`config.mk`:
```
export PLATFORM = sky130hd
export DESIGN_NAME = activation_skew_feeder
export DESIGN_NICKNAME = d
export VERILOG_FILES = /design/src/rtl/activation_skew_feeder.sv
export SDC_FILE = /design/constraint.sdc
export NUM_CORES = 1
export LEC_CHECK = 0
export CAP_MARGIN = 20
export CORE_MARGIN = 2
export CORE_UTILIZATION = 35
export DETAILED_ROUTE_END_ITERATION = 7
export GPL_TIMING_DRIVEN = 0
export PLACE_DENSITY = 0.64
export SLEW_MARGIN = 20
export SYNTH_ARGS = -nofsm -noshare
export SYNTH_HDL_FRONTEND = slang
export SYNTH_SLANG_ARGS = --single-unit
```
`constraint.sdc`:
```
create_clock -name clk -period 5.3 [get_ports clk]
set_clock_uncertainty 0.2 [all_clocks]
set_input_delay 1.325 -clock clk [delete_from_list [all_inputs] [get_ports clk]]
set_output_delay 1.325 -clock clk [all_outputs]
set_load 0.03 [all_outputs]
```
`src/rtl/activation_skew_feeder.sv`:
```
// rtl/activation_skew_feeder.sv - double-buffered, diagonally skewed matrix feeder for a systolic array
//
// Takes one N x N activation matrix per valid/ready handshake and plays it out
// over 2N-1 cycles. Lane r carries row r of the matrix delayed by r cycles, and
// lanes are zero outside their window. A second matrix can wait in a pending
// buffer, so consecutive matrices stream with no gap. While stall is high the
// streaming state and outputs are frozen.
//
// Ports:
//   clk       - clock, rising edge
//   reset     - asynchronous active-high reset
//   in_valid  - in_data holds a matrix (row-major, A[r][k] at (r*N+k)*DW)
//   in_ready  - feeder can accept a matrix this cycle
//   in_data   - N*N*DW matrix
//   stall     - freeze streaming state and outputs
//   a_out     - lane r at [r*DW +: DW], registered
//   out_valid - a_out is a schedule step of a matrix
//   out_last  - a_out is the final step (2N-2) of a matrix
//   busy      - streaming, or a matrix is pending
module activation_skew_feeder #(
    parameter int N  = 2,
    parameter int DW = 8
) (
    input  logic              clk,
    input  logic              reset,
    input  logic              in_valid,
    output logic              in_ready,
    input  logic [N*N*DW-1:0] in_data,
    input  logic              stall,
    output logic [N*DW-1:0]   a_out,
    output logic              out_valid,
    output logic              out_last,
    output logic              busy
);

    localparam int SW = ($clog2(2*N-1) > 1) ? $clog2(2*N-1) : 1;
    localparam logic [SW-1:0] LAST_STEP = SW'(2*N-2);

    typedef enum logic {IDLE, STREAM} state_t;

    state_t              state_q, state_d;
    logic [SW-1:0]       step_q, step_d;
    logic                pend_full_q, pend_full_d;
    logic [N*N*DW-1:0]   active_q, active_d;
    logic [N*N*DW-1:0]   pending_q, pending_d;
    logic [N*DW-1:0]     a_out_q, a_out_d;
    logic                out_valid_q, out_valid_d;
    logic                out_last_q, out_last_d;
    logic [N*DW-1:0]     skew_data;
    logic                xfer;

    assign in_ready  = !pend_full_q;
    assign xfer      = in_valid && !pend_full_q;
    assign a_out     = a_out_q;
    assign out_valid = out_valid_q;
    assign out_last  = out_last_q;
    assign busy      = (state_q == STREAM) || pend_full_q;

    // Element A[r][k] belongs on lane r at step r+k; everything else is zero.
    always_comb begin
        skew_data = '0;
        for (int r = 0; r < N; r++) begin
            for (int k = 0; k < N; k++) begin
                if (int'(step_q) == r + k) begin
                    skew_data[r*DW +: DW] = active_q[(r*N+k)*DW +: DW];
                end
            end
        end
    end

    always_comb begin
        state_d     = state_q;
        step_d      = step_q;
        pend_full_d = pend_full_q;
        active_d    = active_q;
        pending_d   = pending_q;
        a_out_d     = a_out_q;
        out_valid_d = out_valid_q;
        out_last_d  = out_last_q;

        case (state_q)
            IDLE: begin
                a_out_d     = '0;
                out_valid_d = 1'b0;
                out_last_d  = 1'b0;
                if (xfer) begin
                    active_d = in_data;
                    step_d   = '0;
                    state_d  = STREAM;
                end
            end
            STREAM: begin
                if (stall) begin
                    // Outputs and schedule hold; the input side keeps working.
                    if (xfer) begin
                        pending_d   = in_data;
                        pend_full_d = 1'b1;
                    end
                end else begin
                    a_out_d     = skew_data;
                    out_valid_d = 1'b1;
                    out_last_d  = (step_q == LAST_STEP);
                    if (step_q != LAST_STEP) begin
                        step_d = step_q + SW'(1);
                        if (xfer) begin
                            pending_d   = in_data;
                            pend_full_d = 1'b1;
                        end
                    end else if (pend_full_q) begin
                        active_d    = pending_q;
                        pend_full_d = 1'b0;
                        step_d      = '0;
                    end else if (xfer) begin
                        // Nothing pending: the new matrix goes straight to active.
                        active_d = in_data;
                        step_d   = '0;
                    end else begin
                        state_d = IDLE;
                    end
                end
            end
            default: state_d = IDLE;
        endcase
    end

    always_ff @(posedge clk or posedge reset) begin
        if (reset) begin
            state_q     <= IDLE;
            step_q      <= '0;
            pend_full_q <= 1'b0;
            active_q    <= '0;
            pending_q   <= '0;
            a_out_q     <= '0;
            out_valid_q <= 1'b0;
            out_last_q  <= 1'b0;
        end else begin
            state_q     <= state_d;
            step_q      <= step_d;
            pend_full_q <= pend_full_d;
            active_q    <= active_d;
            pending_q   <= pending_d;
            a_out_q     <= a_out_d;
            out_valid_q <= out_valid_d;
            out_last_q  <= out_last_d;
        end
    end

endmodule

```
==> metrics.txt, run 1 <==
run status=finished clean; area of the core=approximately 10000 µm²; aggregate global-route resource usage=16.68%; top cell type's share of synthesized area=58.70%; minimum setup slack in the final design=1.974 ns; Die W=106.3 µm; worst setup path startpoint=state_q; sequential element share of the synthesized area=58.70%; wire length of the first global-routing pass=between 10000 and 15000 µm; library cell used as clock root buffer=clkbuf_8; total of flip-flops plus latches after synthesis=86; sum of negative setup slack=0 ns; Worst setup EP type=primary output; library cell occupying the most area in the post-synthesis netlist=dfrtp_1; share of total power in combinational logic=40.3%; source of the worst register-to-register timing path=step_q[0]; Post-Synthesis Cell Area=3666 µm²; number of I/O port buffers=55; min-delay worst type=reg -> reg; worst vdd rail ir drop=about 0.00027 V; starting density of the core=35.83%; P per Cell Area=~600 nW/µm²; half-perimeter wire length after detailed placement=between 5000 and 6000 µm; clock latency at the later pin of the worst-skew pair=0.36 ns; leakage power figure=around 2.0 nW; startpoint of the most critical hold path=a_out[11]; Crit path depth=4; biggest fanout along the worst timing path=10; number of slew-limit violations in the final report=0; nets@finish=380; critical path class=reg -> out; Setup Buffers After CTS=0; hold buffer count at cts=0; clock net sink count=between 80 and 90; post-cts gate resize count=0; number of buffer and inverter stages on the critical path=3; Setup Viol. Count Final=0; slew of the pin with the lowest slew margin=0.9155 ns; data arrival time of the worst path=about 1.8 ns; sw frac=34.28%; grt ovf=0; row count=37; max-cap violations=0; average wire per cell in the routed design=17.74 µm; average footprint of a synthesized cell=13.23 µm²; pin count of the biggest net entering global routing=56; cell types occupying the most area after synthesis=dfrtp_1, mux2_4, a2bb2oi_1; die outline area=11310 µm²; wirelength, routed=8603 µm; number of remaining DRC errors=0; depth of the worst register-to-register path=4; Clock transition at path regs=0.08 ns; largest stage delay on the critical path=between 0.6 and 0.7 ns; Post-Synthesis Cells=277; htree depth=3; cell with the largest stage delay on the worst path=clkdlybuf4s50_1; TritonCTS clock tree=built; share of post-route cells with drive strength above 1=18.05%; number of antenna violations at the first check in global routing=0; f_max=300.7 MHz; Synthesis Warnings=0; Tmin final=3.326 ns; cell internal pwr=1.816 mW; part of the power in the clock network=17.3%; vias in the first global route=2782; cells along the critical path=buf_2, inv_1, nand2_1, clkdlybuf4s50_1; part of the total power dissipated in sequential elements=42.4%; router iterations before antenna repair=5; number of buffers added by the clock tree synthesis step=9; DR vias/cell=5.219; die boundary height=106.3 µm; post-layout utilization of the core=45.14%; number of I/O pins=56; antenna cells=0; area grow syn2layout=25.97%; unique cell type count in the Yosys netlist=30; nets in the synthesized netlist=313; worst setup slack before clock tree synthesis=between 1.5 and 2 ns; switching power summed over all nets=between 0.9 and 1 mW; RSZ-0062 raised after global routing=false; Req. time, crit path=3.77 ns; routability cong.=0.7642; type of origin of the critical path=flop; filler instances=963; CP top delay family=buffers and inverters; number of instances on the worst hold path=2; ratio of final minimum period to clock period=62.75%; Iter 0 DRT Violations=144; total via count in the routed design=2531; number of buffers on the longest clock path=2; relative max-transition margin=approximately two fifths; hold violation total from the final report=0; number of routed nets with antenna violations=0
state kept, by name, summed over array words and instances (netlist names):
register     count
a_out           16
out_valid        1
active_q        32
pend_full_q      1
step_q           2
pending_q       32
out_last         1
state_q          1
logic make-up (layout without fill, tap and decap cells):
logic type	after synthesis	count (layout)	synth area share [%]
AOI/OAI and AO/OA	90	90	18.60
and+or+nand+nor	31	31	4.778
buffers and inverters	38	110	5.017
DFF	86	86	58.70
muxes	32	32	12.90
metrics by stage:
stage	total power [mW]	hold WS [ns]	instance area, µm²	std cells
after floorplan	1.946	0.2506	3666	277
after global placement	2.263	0.2574	4387	468
after detailed placement	2.292	0.2584	4417	469
after CTS	2.780	0.2819	4618	485
after global routing	2.946	0.3239	4618	485
final	2.762	0.2763	4618	485
worst min-delay path: cells and delay by family (launching register included):
family / cells / cell delay [ns]
DFF: 1 / 0.35
and+or+nand+nor: 2 / 0.10
power by group through the flow:
stage	combinational (mW)	sequential [mW]	clock, mW
CTS	1.12	1.17	0.487
detailed placement	1.12	1.18	0
global route	1.22	1.21	0.517
global placement	1.09	1.17	0
finish	1.11	1.17	0.477
floorplan	0.725	1.22	0
area by class of cell:
cell class | count | area (µm²) | share of cell area (%)
inverter | 13 | 51.30 | 1.111
clock buffer | 13 | 158.9 | 3.441
multi-input combinational | 153 | 1330 | 28.80
buffer | 25 | 135.1 | 2.926
clock inverter | 3 | 42.54 | 0.9212
tap | 136 | 170.2 | 3.685
sequential | 86 | 2152 | 46.60
timing repair buffer | 56 | 578.1 | 12.52
synth_stat cells:
| cell type | number |
|---|---|
| dfrtp_1 | 86 |
| o22ai_1 | 33 |
| a2bb2oi_1 | 31 |
| mux2_4 | 30 |
| nand2_1 | 18 |
| inv_1 | 13 |
| clkbuf_1 | 11 |
| a222oi_1 | 8 |
| a22oi_1 | 7 |
| a21oi_1 | 6 |
| buf_2 | 6 |
| buf_6 | 4 |
| buf_1 | 3 |
| nor4bb_1 | 3 |
| mux2_2 | 2 |
| nand2b_1 | 2 |
| a21o_1 | 1 |
| a22oi_2 | 1 |
| a31oi_1 | 1 |
| and2_1 | 1 |
| and4_4 | 1 |
| buf_4 | 1 |
| nand3_1 | 1 |
| nor2_1 | 1 |
| nor3_1 | 1 |
| nor3b_1 | 1 |
| nor4b_2 | 1 |
| o21ai_0 | 1 |
| o2bb2a_1 | 1 |
| or3b_4 | 1 |
per-layer routing:
metal  routed length, µm  part of all wire (%)  vias up  global-route usage [%]
met5                   0                     0        -                       0
met4                 107                   1.2        0                   4.511
met3                 418                   4.9        9                   4.292
met2                4012                    47       60                   26.33
met1                4064                    47     1283                   22.82
li1                    -                     -     1179                       -
cell usage in the layout (no fill, tap or decap), drive strengths merged:
cell type | Yosys | routed
mux2 | 32 | 32
nor2 | 1 | 1
dfrtp | 86 | 86
a222oi | 8 | 8
o2bb2a | 1 | 1
nand3 | 1 | 1
nand2 | 18 | 18
a31oi | 1 | 1
or3b | 1 | 1
nor3 | 1 | 1
clkinv | 0 | 1
a2bb2oi | 31 | 31
and4 | 1 | 1
clkdlybuf4s50 | 0 | 55
a21oi | 6 | 6
o21ai | 1 | 1
buf | 14 | 15
nor3b | 1 | 1
clkinvlp | 0 | 1
and2 | 1 | 1
clkbuf | 11 | 24
a22oi | 8 | 8
nor4bb | 3 | 3
inv | 13 | 13
nand2b | 2 | 2
bufinv | 0 | 1
nor4b | 1 | 1
o22ai | 33 | 33
a21o | 1 | 1
path summary, 6_finish.rpt:
path,endpoint,slack [ns]
max in group asynchronous,pending_q[0],3.17
min in group asynchronous,pending_q[6],1.12
max,busy,1.97
min,a_out[11],0.28
max reg2reg,active_q[15],3.26
min reg2reg,a_out[11],0.28
No activity file was read; power rests on OpenSTA's default activity.
==> run 2: changes to the inputs <==
clock period = 3.2 ns   (was 5.3 ns; I/O delays follow)
==> run 2 against run 1 <==
  * Combinational power is 67% higher
  * First-iteration DRC count decreased by 20%
  * Hold slack worse by 0.0049 ns
  * Clock-buffer cell count is 2 lower
  * Critical path depth unchanged
  * Non-clock buffer count grew 2
  * Core utilization grew 0.28 points
  * Power increased by 64%
  * Die area did not move
  * Via count decreased by 0.32%
  * Worst setup slack lost 1.6 ns
==> metrics.txt, run 2 (synthesis results as in run 1) <==
run status=finished clean; f_max=~360 MHz; CP top delay family=buffers and inverters; Setup Buffers After CTS=0 (unchanged); sum of negative setup slack=0 ns (unchanged); aggregate global-route resource usage=16.37% (-0.30 points); die boundary height=106.3 µm (unchanged); Worst setup EP type=primary output; cells along the critical path=buf_2, inv_1, nand2_1, clkdlybuf4s50_1; vias in the first global route=2629 (-5.5%); largest stage delay on the critical path=0.67 ns (about the same); pin count of the biggest net entering global routing=33 (-41%); row count=37 (unchanged); nets@finish=382 (+0.53%); half-perimeter wire length after detailed placement=5842 µm (+0.19%); Clock transition at path regs=0.08 ns (about the same); number of buffers on the longest clock path=2 (unchanged); number of remaining DRC errors=0 (unchanged); part of the total power dissipated in sequential elements=42.6% (+0.2 points); worst vdd rail ir drop=0.0003978 V (+47%); post-cts gate resize count=0 (unchanged); hold buffer count at cts=0 (unchanged); grt ovf=0 (unchanged); total via count in the routed design=2523 (-0.32%); share of total power in combinational logic=40.7% (+0.4 points); Setup Viol. Count Final=0 (unchanged); depth of the worst register-to-register path=5 (+1); DR vias/cell=5.191 (-0.52%); number of buffers added by the clock tree synthesis step=9 (unchanged); critical path class=reg -> out; min-delay worst type=reg -> reg; TritonCTS clock tree=built; biggest fanout along the worst timing path=10 (unchanged); part of the power in the clock network=16.7% (-0.6 points); number of routed nets with antenna violations=0 (unchanged); type of origin of the critical path=flop; Iter 0 DRT Violations=115 (-20%); max-cap violations=0 (unchanged); source of the worst register-to-register timing path=step_q[0]; wire length of the first global-routing pass=14110 µm (-3.8%); sw frac=34.28% (about the same); cell internal pwr=2.984 mW (+64%); Die W=106.3 µm (unchanged); slew of the pin with the lowest slew margin=0.9718 ns (+0.05630 ns); die outline area=11310 µm² (unchanged); number of buffer and inverter stages on the critical path=3 (unchanged); ratio of final minimum period to clock period=87.85%; number of I/O pins=56 (unchanged); area of the core=10230 µm² (unchanged); number of I/O port buffers=55 (unchanged); P per Cell Area=977.0 nW/µm² (+63%); number of slew-limit violations in the final report=0 (unchanged); data arrival time of the worst path=1.81 ns (about the same); reg2reg end=pending_q[24]; Total Power Consumption=4.540 mW (+64%); relative max-transition margin=35.05% (-3.8 points); clock net sink count=86 (unchanged); wirelength, routed=8515 µm (-1.0%); area grow syn2layout=26.76%; switching power summed over all nets=1.557 mW (+64%); number of instances on the worst hold path=2 (unchanged); Reg2Reg Setup Slack=1.18 ns (-2.08 ns); router iterations before antenna repair=4 (-1); average wire per cell in the routed design=17.52 µm (-1.2%); routability cong.=0.7344 (-3.9%); hold violation total from the final report=0 (unchanged); number of antenna violations at the first check in global routing=0 (unchanged); top library cells by usage in the layout, fill and taps aside=dfrtp_1, clkdlybuf4s50_1, o22ai_1; Tmin final=2.811 ns; antenna cells=0 (unchanged); startpoint of the most critical hold path=a_out[14]; library cell used as clock root buffer=clkbuf_8; Req. time, crit path=2.20 ns (-1.57 ns); destination of the worst hold path=a_out[14]; clock latency at the later pin of the worst-skew pair=0.37 ns (about the same); starting density of the core=35.83% (unchanged); share of post-route cells with drive strength above 1=18.57% (+0.52 points); htree depth=3 (unchanged); RSZ-0062 raised after global routing=false; most common cell after layout, fill and taps aside=dfrtp_1; cell with the largest stage delay on the worst path=clkdlybuf4s50_1; leakage power figure=2.021 nW (+0.50%)
-- run 2: changes by cell type in the layout (fill, tap and decap cells not counted) --
| cell | delta |
|---|---|
| buf_12 | +2 |
| clkinvlp_4 | +1 |
| inv_4 | -1 |
| clkinv_2 | +1 |
| clkbuf_8 | -1 |
| clkbuf_1 | -1 |
-- run 2: power groups by stage --
stage / Sequential [mW] / Combinational [mW] / Clock (mW)
2_1_floorplan: 2.02 / 1.20 / 0
3_3_place_gp: 1.93 / 1.81 / 0
3_5_place_dp: 1.94 / 1.85 / 0
4_1_cts: 1.93 / 1.87 / 0.787
5_1_grt: 1.99 / 2.02 / 0.826
6_report: 1.93 / 1.85 / 0.759
-- run 2: per-stage QoR --
stage          instances  utilization, %  hold WS [ns]  instance area [µm²]  setup WS [ns]
2_1_floorplan        277               -        0.2506                 3670         0.9589
3_3_place_gp         468           42.91        0.2540                 4390         0.2521
3_5_place_dp         471           43.57        0.2555                 4458         0.1971
4_1_cts              486           45.42        0.2808                 4647         0.3658
5_1_grt              486           45.42        0.3021                 4647         0.3080
6_report             486           45.42        0.2714                 4647         0.3887
-- run 2: worst max-delay path by stage --
| stage | endpoint | cells past startpoint | slack, ns | start |
|---|---|---|---|---|
| floorplan | pending_q[10] | 5 | 0.96 | stall |
| global placement | a_out[13] | 2 | 0.25 | reset |
| detailed placement | a_out[0] | 7 | 0.20 | stall |
| CTS | busy | 4 | 0.37 | state_q |
| global route | busy | 4 | 0.31 | state_q |
| finish | busy | 4 | 0.39 | state_q |
-- run 2: cell type report --
| cell class | instances | area [µm²] |
|---|---|---|
| Sequential cell | 86 | 2152 |
| Timing Repair Buffer | 58 | 618.1 |
| Inverter | 13 | 52.55 |
| Multi-Input combinational cell | 153 | 1330 |
| Tap cell | 136 | 170.2 |
| Clock inverter | 4 | 47.55 |
| Clock buffer | 11 | 141.4 |
| Buffer | 25 | 135.1 |
| Fill cell | 940 | 5584 |
-- run 2: layer usage --
metal	vias up	global-route usage, %	wire length, µm
li1	1179	-	-
met2	74	24.08	3814
met5	-	0	0
met3	11	4.721	465
met4	0	5.827	121
met1	1259	23.03	4114
-- run 2: tightest hold or removal path: stages, from the launching register on --
cell     delay [ns]
dfrtp_1        0.35
nand2_1        0.05
nand2_1        0.05
